## config.mk

```make
export PLATFORM = sky130hd
export DESIGN_NAME = prl_rx
export DESIGN_NICKNAME = d
export VERILOG_FILES = /design/src/rtl/prl_rx_pkg.sv /design/src/rtl/prl_rx_msgid_table.sv /design/src/rtl/prl_rx.sv
export SDC_FILE = /design/constraint.sdc
export NUM_CORES = 1
export LEC_CHECK = 0
export CAP_MARGIN = 10
export CORE_MARGIN = 10
export CORE_UTILIZATION = 57
export CTS_BUF_LIST = sky130_fd_sc_hd__clkbuf_2
export CTS_CLUSTER_DIAMETER = 50
export DETAILED_ROUTE_END_ITERATION = 7
export GPL_TIMING_DRIVEN = 0
export HOLD_SLACK_MARGIN = 0.12
export MAX_ROUTING_LAYER = met4
export PLACE_DENSITY = 0.93
export REMOVE_ABC_BUFFERS = 1
export SLEW_MARGIN = 20
export SYNTH_ARGS = -nofsm -noshare
export SYNTH_HDL_FRONTEND = slang
export SYNTH_SLANG_ARGS = --single-unit
```

## constraint.sdc

```tcl
create_clock -name CLK -period 19.9 [get_ports CLK]
set_input_delay 3.98 -clock CLK [delete_from_list [all_inputs] [get_ports CLK]]
set_output_delay 3.98 -clock CLK [all_outputs]
set_load 0.03 [all_outputs]
```

## src/rtl/prl_rx_pkg.sv

```systemverilog
// Shared constants and types for the USB PD protocol-layer receive engine.
// Holds the FSM encoding, frame-type codes, message limits and the MessageID slot mapping.
package prl_rx_pkg;

  localparam int MAX_BYTES  = 30;
  localparam int DATA_BYTES = MAX_BYTES - 2;

  localparam logic [4:0] GOODCRC_MSGTYPE = 5'b00001;

  localparam logic [2:0] FT_SOP          = 3'd0;
  localparam logic [2:0] FT_SOP_P        = 3'd1;
  localparam logic [2:0] FT_SOP_PP       = 3'd2;
  localparam logic [2:0] FT_SOP_DBG_P    = 3'd3;
  localparam logic [2:0] FT_SOP_DBG_PP   = 3'd4;
  localparam logic [2:0] FT_HARD_RESET   = 3'd6;

  typedef enum logic [2:0] {
    ST_WAIT_SOP     = 3'd0,
    ST_RECEIVE      = 3'd1,
    ST_CHECK        = 3'd2,
    ST_STORE        = 3'd3,
    ST_SEND_GOODCRC = 3'd4
  } state_e;

  // SOP' and SOP'' own a slot each; every other SOP-family type shares slot 0.
  function automatic logic [1:0] msgid_slot(input logic [2:0] frame_type);
    case (frame_type)
      FT_SOP_P:  msgid_slot = 2'd1;
      FT_SOP_PP: msgid_slot = 2'd2;
      default:   msgid_slot = 2'd0;
    endcase
  endfunction

endpackage

```

## src/rtl/prl_rx_msgid_table.sv

```systemverilog
// Last-accepted MessageID per SOP slot, each with a valid bit.
// Lookup is combinational; update and clear take effect on the next clock edge.
module prl_rx_msgid_table
  import prl_rx_pkg::*;
(
  input  logic       clk,
  input  logic       rst,
  input  logic       clear_i,
  input  logic [2:0] lookup_type_i,
  output logic [2:0] lookup_id_o,
  output logic       lookup_valid_o,
  input  logic       update_i,
  input  logic [2:0] update_type_i,
  input  logic [2:0] update_id_i
);

  logic [2:0] id_q [3];
  logic [2:0] valid_q;
  logic [1:0] lookup_slot;
  logic [1:0] update_slot;

  assign lookup_slot    = msgid_slot(lookup_type_i);
  assign update_slot    = msgid_slot(update_type_i);
  assign lookup_id_o    = id_q[lookup_slot];
  assign lookup_valid_o = valid_q[lookup_slot];

  // NOTE: non-blocking assignments keep every register updating from pre-edge values.
  always_ff @(posedge clk or posedge rst) begin
    if (rst) begin
      for (int i = 0; i < 3; i++) id_q[i] <= '0;
      valid_q <= '0;
    end else if (clear_i) begin
      for (int i = 0; i < 3; i++) id_q[i] <= '0;
      valid_q <= '0;
    end else if (update_i) begin
      id_q[update_slot]    <= update_id_i;
      valid_q[update_slot] <= 1'b1;
    end
  end

endmodule

```

## src/rtl/prl_rx.sv

```systemverilog
// USB PD protocol-layer receive engine: frames PHY bytes, validates length,
// CRC and MessageID, publishes accepted messages and requests GoodCRC replies.
module prl_rx
  import prl_rx_pkg::*;
(
  input  logic                    CLK,
  input  logic                    RESET,
  input  logic                    PHY_RX_SOP,
  input  logic [2:0]              PHY_RX_FRAME_TYPE,
  input  logic                    PHY_RX_VALID,
  input  logic [7:0]              PHY_RX_DATA,
  input  logic                    PHY_RX_EOP,
  input  logic                    PHY_RX_CRC_OK,
  input  logic                    ALERT_CLEAR,
  input  logic                    TX_GOODCRC_ACK,
  output logic [7:0]              RX_BUF_FRAME_TYPE,
  output logic [7:0]              RX_BUF_HEADER_BYTE_0,
  output logic [7:0]              RX_BUF_HEADER_BYTE_1,
  output logic [7:0]              RX_BUF_BYTE_COUNT,
  output logic [8*DATA_BYTES-1:0] RX_BUF_DATA_OBJECTS,
  output logic                    GoodCRC_Response,
  output logic                    TX_GOODCRC_REQUEST,
  output logic [2:0]              TX_GOODCRC_FRAME_TYPE,
  output logic                    ALERT_ReceivedSOP_MessageStatus,
  output logic                    ALERT_ReceivedHardReset
);

  state_e     state_q;
  logic [2:0] frame_type_q;
  logic [7:0] stage_q [MAX_BYTES];
  logic [7:0] count_q;
  logic       overflow_q;
  logic       crc_ok_q;
  logic       is_goodcrc_q;

  logic [2:0] ndo;
  logic [2:0] msg_id;
  logic       is_goodcrc;
  logic       len_ok;
  logic       hard_reset_seen;
  logic       sop_seen;
  logic [2:0] stored_id;
  logic       stored_valid;
  logic       duplicate;

  assign ndo        = stage_q[1][6:4];
  assign msg_id     = stage_q[1][3:1];
  assign is_goodcrc = (stage_q[0][4:0] == GOODCRC_MSGTYPE) && (ndo == 3'd0);
  assign len_ok     = (count_q >= 8'd2) && (count_q == ({3'b000, ndo, 2'b00} + 8'd2));
  assign duplicate  = stored_valid && (stored_id == msg_id);

  // PHY framing is only observed while idle or mid-frame.
  assign hard_reset_seen = PHY_RX_SOP && (PHY_RX_FRAME_TYPE == FT_HARD_RESET) &&
                           (state_q == ST_WAIT_SOP || state_q == ST_RECEIVE);
  assign sop_seen        = PHY_RX_SOP && (PHY_RX_FRAME_TYPE <= FT_SOP_DBG_PP) &&
                           (state_q == ST_WAIT_SOP || state_q == ST_RECEIVE);

  prl_rx_msgid_table u_msgid_table (
    .clk            (CLK),
    .rst            (RESET),
    .clear_i        (hard_reset_seen),
    .lookup_type_i  (frame_type_q),
    .lookup_id_o    (stored_id),
    .lookup_valid_o (stored_valid),
    .update_i       ((state_q == ST_STORE) && !is_goodcrc_q),
    .update_type_i  (frame_type_q),
    .update_id_i    (msg_id)
  );

  always_ff @(posedge CLK or posedge RESET) begin
    if (RESET) begin
      state_q                         <= ST_WAIT_SOP;
      frame_type_q                    <= '0;
      // NOTE: the staging array is reset so a short frame never exposes stale bytes.
      for (int i = 0; i < MAX_BYTES; i++) stage_q[i] <= '0;
      count_q                         <= '0;
      overflow_q                      <= 1'b0;
      crc_ok_q                        <= 1'b0;
      is_goodcrc_q                    <= 1'b0;
      RX_BUF_FRAME_TYPE               <= '0;
      RX_BUF_HEADER_BYTE_0            <= '0;
      RX_BUF_HEADER_BYTE_1            <= '0;
      RX_BUF_BYTE_COUNT               <= '0;
      RX_BUF_DATA_OBJECTS             <= '0;
      GoodCRC_Response                <= 1'b0;
      TX_GOODCRC_REQUEST              <= 1'b0;
      TX_GOODCRC_FRAME_TYPE           <= '0;
      ALERT_ReceivedSOP_MessageStatus <= 1'b0;
      ALERT_ReceivedHardReset         <= 1'b0;
    end else begin
      GoodCRC_Response        <= 1'b0;
      ALERT_ReceivedHardReset <= 1'b0;
      if (ALERT_CLEAR) ALERT_ReceivedSOP_MessageStatus <= 1'b0;

      if (hard_reset_seen) begin
        ALERT_ReceivedHardReset <= 1'b1;
        state_q                 <= ST_WAIT_SOP;
      end else if (sop_seen) begin
        frame_type_q <= PHY_RX_FRAME_TYPE;
        for (int i = 0; i < MAX_BYTES; i++) stage_q[i] <= '0;
        count_q      <= '0;
        overflow_q   <= 1'b0;
        state_q      <= ST_RECEIVE;
      end else begin
        case (state_q)
          ST_RECEIVE: begin
            if (PHY_RX_VALID) begin
              if (count_q < 8'(MAX_BYTES)) begin
                stage_q[count_q[4:0]] <= PHY_RX_DATA;
                count_q               <= count_q + 8'd1;
              end else begin
                overflow_q <= 1'b1;
              end
            end
            if (PHY_RX_EOP) begin
              crc_ok_q <= PHY_RX_CRC_OK;
              state_q  <= ST_CHECK;
            end
          end
          ST_CHECK: begin
            is_goodcrc_q <= is_goodcrc;
            if (!crc_ok_q || overflow_q || !len_ok) begin
              state_q <= ST_WAIT_SOP;
            end else if (is_goodcrc) begin
              state_q <= ST_STORE;
            end else if (ALERT_ReceivedSOP_MessageStatus) begin
              state_q <= ST_WAIT_SOP;
            end else if (duplicate) begin
              TX_GOODCRC_REQUEST    <= 1'b1;
              TX_GOODCRC_FRAME_TYPE <= frame_type_q;
              state_q               <= ST_SEND_GOODCRC;
            end else begin
              state_q <= ST_STORE;
            end
          end
          ST_STORE: begin
            RX_BUF_FRAME_TYPE    <= {5'b00000, frame_type_q};
            RX_BUF_HEADER_BYTE_0 <= stage_q[0];
            RX_BUF_HEADER_BYTE_1 <= stage_q[1];
            RX_BUF_BYTE_COUNT    <= count_q;
            for (int k = 0; k < DATA_BYTES; k++) RX_BUF_DATA_OBJECTS[8*k +: 8] <= stage_q[k+2];
            if (is_goodcrc_q) begin
              GoodCRC_Response <= 1'b1;
              state_q          <= ST_WAIT_SOP;
            end else begin
              // Written after the clear above so a coincident ALERT_CLEAR loses.
              ALERT_ReceivedSOP_MessageStatus <= 1'b1;
              TX_GOODCRC_REQUEST              <= 1'b1;
              TX_GOODCRC_FRAME_TYPE           <= frame_type_q;
              state_q                         <= ST_SEND_GOODCRC;
            end
          end
          ST_SEND_GOODCRC: begin
            if (TX_GOODCRC_ACK) begin
              TX_GOODCRC_REQUEST <= 1'b0;
              state_q            <= ST_WAIT_SOP;
            end
          end
          default: state_q <= ST_WAIT_SOP;
        endcase
      end
    end
  end

endmodule

```

## Word-level counts from Yosys, hierarchy flattened

Cells that the tools add are included.

- Output and inout bits: 263
- Word-level logic and storage cells: 182
- Flip-flop bits (word level): 527

- Add/sub/neg operators: 2
- Magnitude comparators: 9
- Equality and inequality tests: 19
- Bitwise logic cells: 5
- Muxes and demuxes: 63
- Reductions and logical operators: 34

Operators with widths:

| operator | number |
|---|---|
| 240-bit two-way mux | 4 |
| 240-bit bitwise mux | 1 |
| 3-bit two-way mux | 19 |
| 8-bit demux with 5-bit select | 1 |
| 8-bit two-way mux | 5 |
| 1-bit two-way mux | 22 |
| 9-bit two-way mux | 2 |
| 2-bit != test (second input constant) | 7 |
| 3-bit case mux with 4 select lines | 1 |
| 4-bit AND reduction | 3 |
| 1-bit logical AND | 11 |
| 2-bit nonzero test | 5 |
| 9-bit bitwise mux | 1 |
| 3-bit by 2-bit equality test with 1-bit output (second input constant) | 3 |
| 9-bit AND reduction | 1 |
| 8-bit by 1-bit adder with 8-bit output (second input constant) | 1 |
| 8-bit by 6-bit equality test with 1-bit output | 1 |
| 8-bit by 2-bit >= comparator with 1-bit output (second input constant) | 1 |
| 8-bit by 5-bit less-than comparator with 1-bit output (second input constant) | 1 |
| 4-bit != test (second input constant) | 2 |
| 8-bit AND reduction | 1 |
| 5-bit by 2-bit adder with 6-bit output (second input constant) | 1 |
| 3-bit binary-select mux with 2-bit select | 1 |
| 3-bit demux with 2-bit select | 1 |
| 26 further kinds | 36 |

## Longest topological paths before layout

Gate-level depths: netlist of run 1.

- Depth in word-level cells: 15
- Mapped depth: 9
- Depth with buffers taken out: 7

## Hierarchy

Synthesis of run 1 repeated with hierarchy kept, for this count alone.

- Cells, all modules: 1586
- Area total of the unflattened synthesis: 21321.7 µm²

By module, submodules not included:

| module | cells an instance | times used | area an instance (µm²) |
|---|---|---|---|
| prl_rx | 1513 | 1 | 20617.3 |
| prl_rx_msgid_table | 73 | 1 | 704.4 |

## Least setup slack after synthesis of run 1

No wires, ideal clock.

- Path kind: input to register
- Start: input port PHY_RX_SOP
- End: register stage_q[100] (netlist name)
- Arrival time: 5.539 ns
- Data required time: 19.768 ns
- Buffers on the path: 3
- Cell stages on the path: 9
- Path slack: 14.229 ns
- Setup time: 0.132 ns
- Cells stage by stage: nor3b_1 -> and2_1 -> clkbuf_1 -> a41o_1 -> buf_4 -> buf_8 -> nand3_4 -> mux2i_1 -> nor2_1

- Cells in the longest elaborated chain, start to end: 4
- Elaborated cells on any way between the ends: 10

RTL lines:

| item | line | RTL |
|---|---|---|
| start, declared | prl_rx.sv:8 | `input logic PHY_RX_SOP,` |
| 1-bit logical AND, on equally long branches (2 in series) | prl_rx.sv:55, prl_rx.sv:53 |  |
| 2-bit nonzero test (no line) or 1-bit NOT (tied branches) | n/a |  |
| 4-bit AND reduction (no line) | n/a |  |
| end signal, assigned by index | prl_rx.sv:109 | `stage_q[count_q[4:0]] <= PHY_RX_DATA;` |
| end, declared | prl_rx.sv:30 | `logic [7:0] stage_q [MAX_BYTES];` |

Several ways; a longest one is shown, not always the timed one.
A chain may end at the register's enable or synchronous reset.

## Worst setup path in the final report of run 1

- Start: input port PHY_RX_SOP
- End: register stage_q[191] (netlist name)

Same word-level chain as after synthesis.

==> run metrics, run 1 <==
status finished, final reports clean; Slew headroom 26.2%; Main synth FF type dfrtp_1; critical path's slowest cell and2_4; Worst-Skew Late Latency 1.02 ns; routed vias/inst 5.57; register bit total from synthesis 527; H-tree depth 4; DIE AREA 46,000 um2; via count 13,891; cells after synthesis 1,583; Core Footprint 37,500 um2; largest net degree at the start of global routing 120; critical path launch point type input pin; Post-CTS Resized 0; cell-internal power 1.57 mW; drt total wl 54,900 um; io pins 282; worst path cell trace clkdlybuf4s50_1, nor3b_1, and2_4, buf_12, a41o_4, buf_12, nand3_4, mux2i_1, nor2_1; total grt overflow 0; worst-margin pin slew 1.09 ns; Die Wd 214 um; global-route wire length before repair 87,300 um; Slew Limit Fails 0; Port Buf Inserts 276; Num Clock Sinks 527; post-CTS repair timing setup buffer count 0; Flop pwr share 51.5%; Crit path arrival time 7.04 ns; CTS Buffer Depth 3; Final nets 1,939; Worst Path Buf+Inv 3; number of synthesized flops with an enable pin 0; Clk pin slew, worst setup/hold paths 0.10 ns; Reg-to-Reg End stage_q[191]; Final min period 6.19 ns; LEAKAGE 14.4 nW; GRT Max-Usage Layer met2; flop2flop setup slack 16.68 ns; fmax 0.162 GHz; Synth cell types 61; Root Buffer clkbuf_2; DR WL/cell 22.0 um; grt met2 use 39.9%; routability cong. 0.846; Layout Skew 0.0664 ns; met1 GRT Util 28.6%; Worst path depth 9; syn avg cell area 13.6 um2; drt first pass iters 7; worst setup path endpoint stage_q[191]; GRT Util Overall 24.6%; Max stage delay on crit path 0.51 ns; CP dominant cell by count buf_12; vias in the first global route 15,372; Final Cycle Share 31.1%; Mapped Area 21,600 um2; Iteration-0 DRC Markers 855; # fillers 2,542; critical path class input pin to flop; post-synthesis sequential area ratio 61.2%; Post-DP HPWL 37,100 um; worst hold path type flop to flop; Top delay family on crit path simple AND/OR/NAND/NOR gates; FP Rows 71; Crit path required time 20.75 ns; initial antenna violation count 1; DR DRC count 0; Yosys warning count 0; Peak VDD IR 0.0562 mV; MaxCap Viol Count 0; reg2reg path depth 8; Crit Reg-Reg Startpoint state_q[1]; switching fraction of total power 31.7%; post-placement setup slack 12.72 ns; layout cells sized above 1 26.5%; GR Layer Usage met3 7.84%; Comb power frac 18.0%; critical path endpoint category flop; post-layout util 69.7%; initial core utilization 57.5%; final number of setup-violating endpoints 0; WHS 0.458 ns; Hold Buf Count CTS 0; unrepaired setup endpoints after global routing false; placed instance count 2,292; Post-DRT Antenna Nets 0; PnR worst setup slack 13.71 ns; CTS Buf Count 133; area delta synth->final 21.2%; CTS tree done; post-synthesis async set-or-reset flop share 100%; Setup crit start PHY_RX_SOP; Switch Pwr 0.728 mW; Final Hold Vio Count 0; CP Max Fanout 46; Power Total 2.30 mW; Post-Layout Cell Count 2,495; clock network fraction of total power 30.5%; Pwr Density 88.0 nW/um2; Die Y 214 um
==> logic make-up after synthesis <==
group | after synthesis | synth area share [%]
xor+xnor | 9 | 0.366
mux | 505 | 24.9
buf+inv | 120 | 2.70
compound gates | 43 | 1.45
fa+ha+maj | 4 | 0.232
other cells | 1 | 0.0174
simple gates | 374 | 9.17
flops | 527 | 61.2
==> synthesized netlist by cell type, types with 3 or more instances <==
library cell    n  share of area (%)
dfrtp_1       527                 61
nor2_1        265                4.6
mux2i_1       253                 12
mux2_2        252                 13
clkbuf_1       81                1.4
nand3_4        28                2.3
nand2_1        25               0.44
inv_1          11               0.19
o21ai_0        11               0.26
buf_2           9               0.21
nand3_1         9               0.21
buf_4           7               0.24
a21oi_1         6               0.14
nor2b_1         5               0.15
nor3b_1         5               0.17
xnor2_1         5               0.20
a221oi_1        4               0.16
clkbuf_8        4               0.26
ha_1            4               0.23
nand4_1         4               0.12
nor4b_1         4               0.16
or4_1           4               0.14
xor2_1          4               0.16
and2b_2         3               0.12
nand2b_1        3              0.087
nor3_1          3              0.070
==> placed cells by master (no fill, tap or decap), drive strengths merged, types with 6 or more instances in the layout <==
master and n:
a21oi 6, clkbuf 180, nor2 265, clkdlybuf4s50 268
clkinv 14, nor3b 7, nand2 25, mux2 252
buf 34, o21ai 12, nand3 39, dfrtp 527
inv 15, mux2i 253
==> through the flow <==
stage | cell area [um2] | setup TNS [ns]
floorplan | 21000 | 0
global placement | 24400 | -1895.80
detailed placement | 25000 | 0
CTS | 26100 | 0
global route | 26100 | 0
finish | 26100 | 0
==> sequential cells by signal, indices dropped and copies added (netlist names) <==
| register | cells |
|---|---|
| frame_type_q | 3 |
| stage_q | 234 |
| RX_BUF_FRAME_TYPE | 3 |
| u_msgid_table.valid_q | 3 |
| overflow_q | 1 |
| RX_BUF_HEADER_BYTE_0 | 8 |
| ALERT_ReceivedHardReset | 1 |
| ndo | 3 |
| count_q | 8 |
| GoodCRC_Response | 1 |
| crc_ok_q | 1 |
| is_goodcrc_q | 1 |
| state_q | 3 |
| TX_GOODCRC_REQUEST | 1 |
| RX_BUF_HEADER_BYTE_1 | 8 |
| TX_GOODCRC_FRAME_TYPE | 3 |
| ALERT_ReceivedSOP_MessageStatus | 1 |
| u_msgid_table.id_q | 9 |
| RX_BUF_BYTE_COUNT | 8 |
| msg_id | 3 |
| RX_BUF_DATA_OBJECTS | 224 |
==> worst min-delay path by stage <==
stage | start | to | slack, ns | cells past startpoint
after floorplan | overflow_q | overflow_q | 0.46 | 2
after global placement | overflow_q | overflow_q | 0.48 | 2
after detailed placement | overflow_q | overflow_q | 0.48 | 2
after CTS | stage_q[145] | RX_BUF_DATA_OBJECTS[73] | 0.44 | 1
after global routing | stage_q[207] | RX_BUF_DATA_OBJECTS[23] | 0.49 | 1
final | stage_q[207] | RX_BUF_DATA_OBJECTS[23] | 0.46 | 1
==> routing by layer <==
metal	vias up	routed length [um]
met5	-	0
met4	0	1270
met3	94	3940
met2	451	27600
met1	7195	22100
li1	6151	-
==> final cells by class <==
class	count	area (um2)	area share [%]
antenna	1	2.50	0.00958
clock buffer	180	901	3.45
clock inverter	22	194	0.742
inverter	12	52.6	0.201
multi-input combinational	940	7840	30.0
sequential	527	13200	50.5
tap	511	639	2.45
timing repair buffer	302	3310	12.7
==> power by group through the flow <==
stage          Combinational (mW)  Clock, mW  Sequential [mW]
3_5_place_dp                0.415          0             1.20
2_1_floorplan               0.216          0             1.24
3_3_place_gp                0.398          0             1.20
4_1_cts                     0.417      0.722             1.18
6_report                    0.413      0.701             1.18
5_1_grt                     0.443      0.778             1.19
(Power assumes the default switching activity.)
==> inputs of run 2 (changes only) <==
CORE_UTILIZATION = 52   (was 57)
PLACE_DENSITY = 0.9   (was 0.93)
clock period = 5.3 ns   (was 19.9 ns; I/O delays follow)
==> run metrics, run 2 (same netlist as run 1, synthesis figures left out) <==
Final min period 3.31 ns; vias in the first global route 15,290; Core Footprint 40,900 um2; global-route wire length before repair 87,500 um; largest net degree at the start of global routing 104; post-CTS repair timing setup buffer count 0; Top delay family on crit path buffers and inverters; Pwr Density 331 nW/um2; commonest cells after routing, fill and taps aside 527 x dfrtp_1, 268 x clkdlybuf4s50_1, 265 x nor2_1; Final nets 1,940; flop2flop setup slack 2.11 ns; Crit Reg-Reg Startpoint state_q[1]; Hold Buf Count CTS 0; layout cells sized above 1 26.6%; via count 13,915; Reg-to-Reg End stage_q[178]; Final Hold Vio Count 0; fmax 0.302 GHz; Post-Layout Cell Count 2,527; PnR worst setup slack 1.99 ns; worst path cell trace clkdlybuf4s50_1; GRT Util Overall 22.8%; placed instance count 2,311; post-layout util 64.0%; FP Rows 74; Port Buf Inserts 276; reg2reg path depth 8; H-tree depth 4; CTS Buf Count 136; routed vias/inst 5.51; Slew headroom 34.4%; unrepaired setup endpoints after global routing false; routability cong. 0.852; Slew Limit Fails 0; WHS 0.405 ns; Die Y 224 um; Worst-Skew Late Latency 1.12 ns; drt first pass iters 5; drt total wl 55,400 um; Root Buffer clkbuf_2; critical path launch point type flop; Iteration-0 DRC Markers 988; Final Cycle Share 62.4%; CTS Buffer Depth 3; critical path endpoint category output port; MaxCap Viol Count 0; DR WL/cell 21.9 um; Die Wd 224 um; CTS tree done; Crit path required time 4.24 ns; max reg flops 234; io pins 282; commonest non-fill, non-tap cell in the layout dfrtp_1; Post-CTS Resized 0; Crit path arrival time 2.25 ns; Num Clock Sinks 527; final number of setup-violating endpoints 0; # fillers 3,012; Clk pin slew, worst setup/hold paths 0.12 ns; status finished, final reports clean; Post-DRT Antenna Nets 0; DR DRC count 0; CP Max Fanout 2; Max stage delay on crit path 0.70 ns; Largest regs stage_q x234, RX_BUF_DATA_OBJECTS x224, u_msgid_table.id_q x9; Worst Path Buf+Inv 1; Biggest register stage_q; Layout Skew 0.0870 ns; worst hold path type input pin to asynchronous set/reset pin; critical path's slowest cell clkdlybuf4s50_1; initial antenna violation count 1; worst-margin pin slew 0.971 ns; total grt overflow 0; initial core utilization 52.7%; post-placement setup slack 1.06 ns; DIE AREA 50,000 um2; area delta synth->final 21.5%; Post-DP HPWL 37,100 um; Power Total 8.68 mW; critical path class flop to output port; Peak VDD IR 0.216 mV; LEAKAGE 14.5 nW
==> run 2: worst max-delay path by stage <==
stage | cells past startpoint | start | to
floorplan | 1 | RESET | ALERT_ReceivedHardReset
global placement | 2 | RESET | RX_BUF_DATA_OBJECTS[86]
detailed placement | 9 | PHY_RX_SOP | stage_q[178]
CTS | 1 | RX_BUF_DATA_OBJECTS[3] | RX_BUF_DATA_OBJECTS[3]
global route | 1 | RX_BUF_DATA_OBJECTS[32] | RX_BUF_DATA_OBJECTS[32]
finish | 1 | RX_BUF_DATA_OBJECTS[134] | RX_BUF_DATA_OBJECTS[134]
==> run 2: layout make-up <==
class                           instances  area (um2)  share of cell area (%)
Antenna cell                            2        5.00                  0.0191
Clock buffer                          189         946                    3.61
Clock inverter                         25         175                   0.669
Inverter                               12        52.6                   0.201
Multi-Input combinational cell        940        7850                    30.0
Sequential cell                       527       13200                    50.4
Tap cell                              532         666                    2.54
Timing Repair Buffer                  300        3310                    12.6
==> run 2: routing by layer <==
layer | share of wire, % | routed length (um) | up-vias | track usage [%]
li1 | - | - | 6170 | -
met1 | 42 | 23200 | 7172 | 28.1
met2 | 49 | 27400 | 465 | 35.3
met4 | 2.6 | 1430 | 0 | 8.74
met5 | 0 | 0 | - | -
met3 | 6.2 | 3450 | 108 | 6.30
==> run 2: where the power goes <==
| group | switching [mW] | total [mW] | internal (mW) |
|---|---|---|---|
| clock | 1.58 | 2.67 | 1.08 |
| combinational | 0.991 | 1.57 | 0.584 |
| sequential | 0.209 | 4.44 | 4.23 |
==> run 2: stage by stage <==
step / cell area, um2 / setup TNS, ns
after CTS: 26200 / 0
after global placement: 24500 / -
after detailed placement: 25100 / 0
final: 26200 / 0
after global routing: 26200 / 0
after floorplan: 21000 / -6727.04
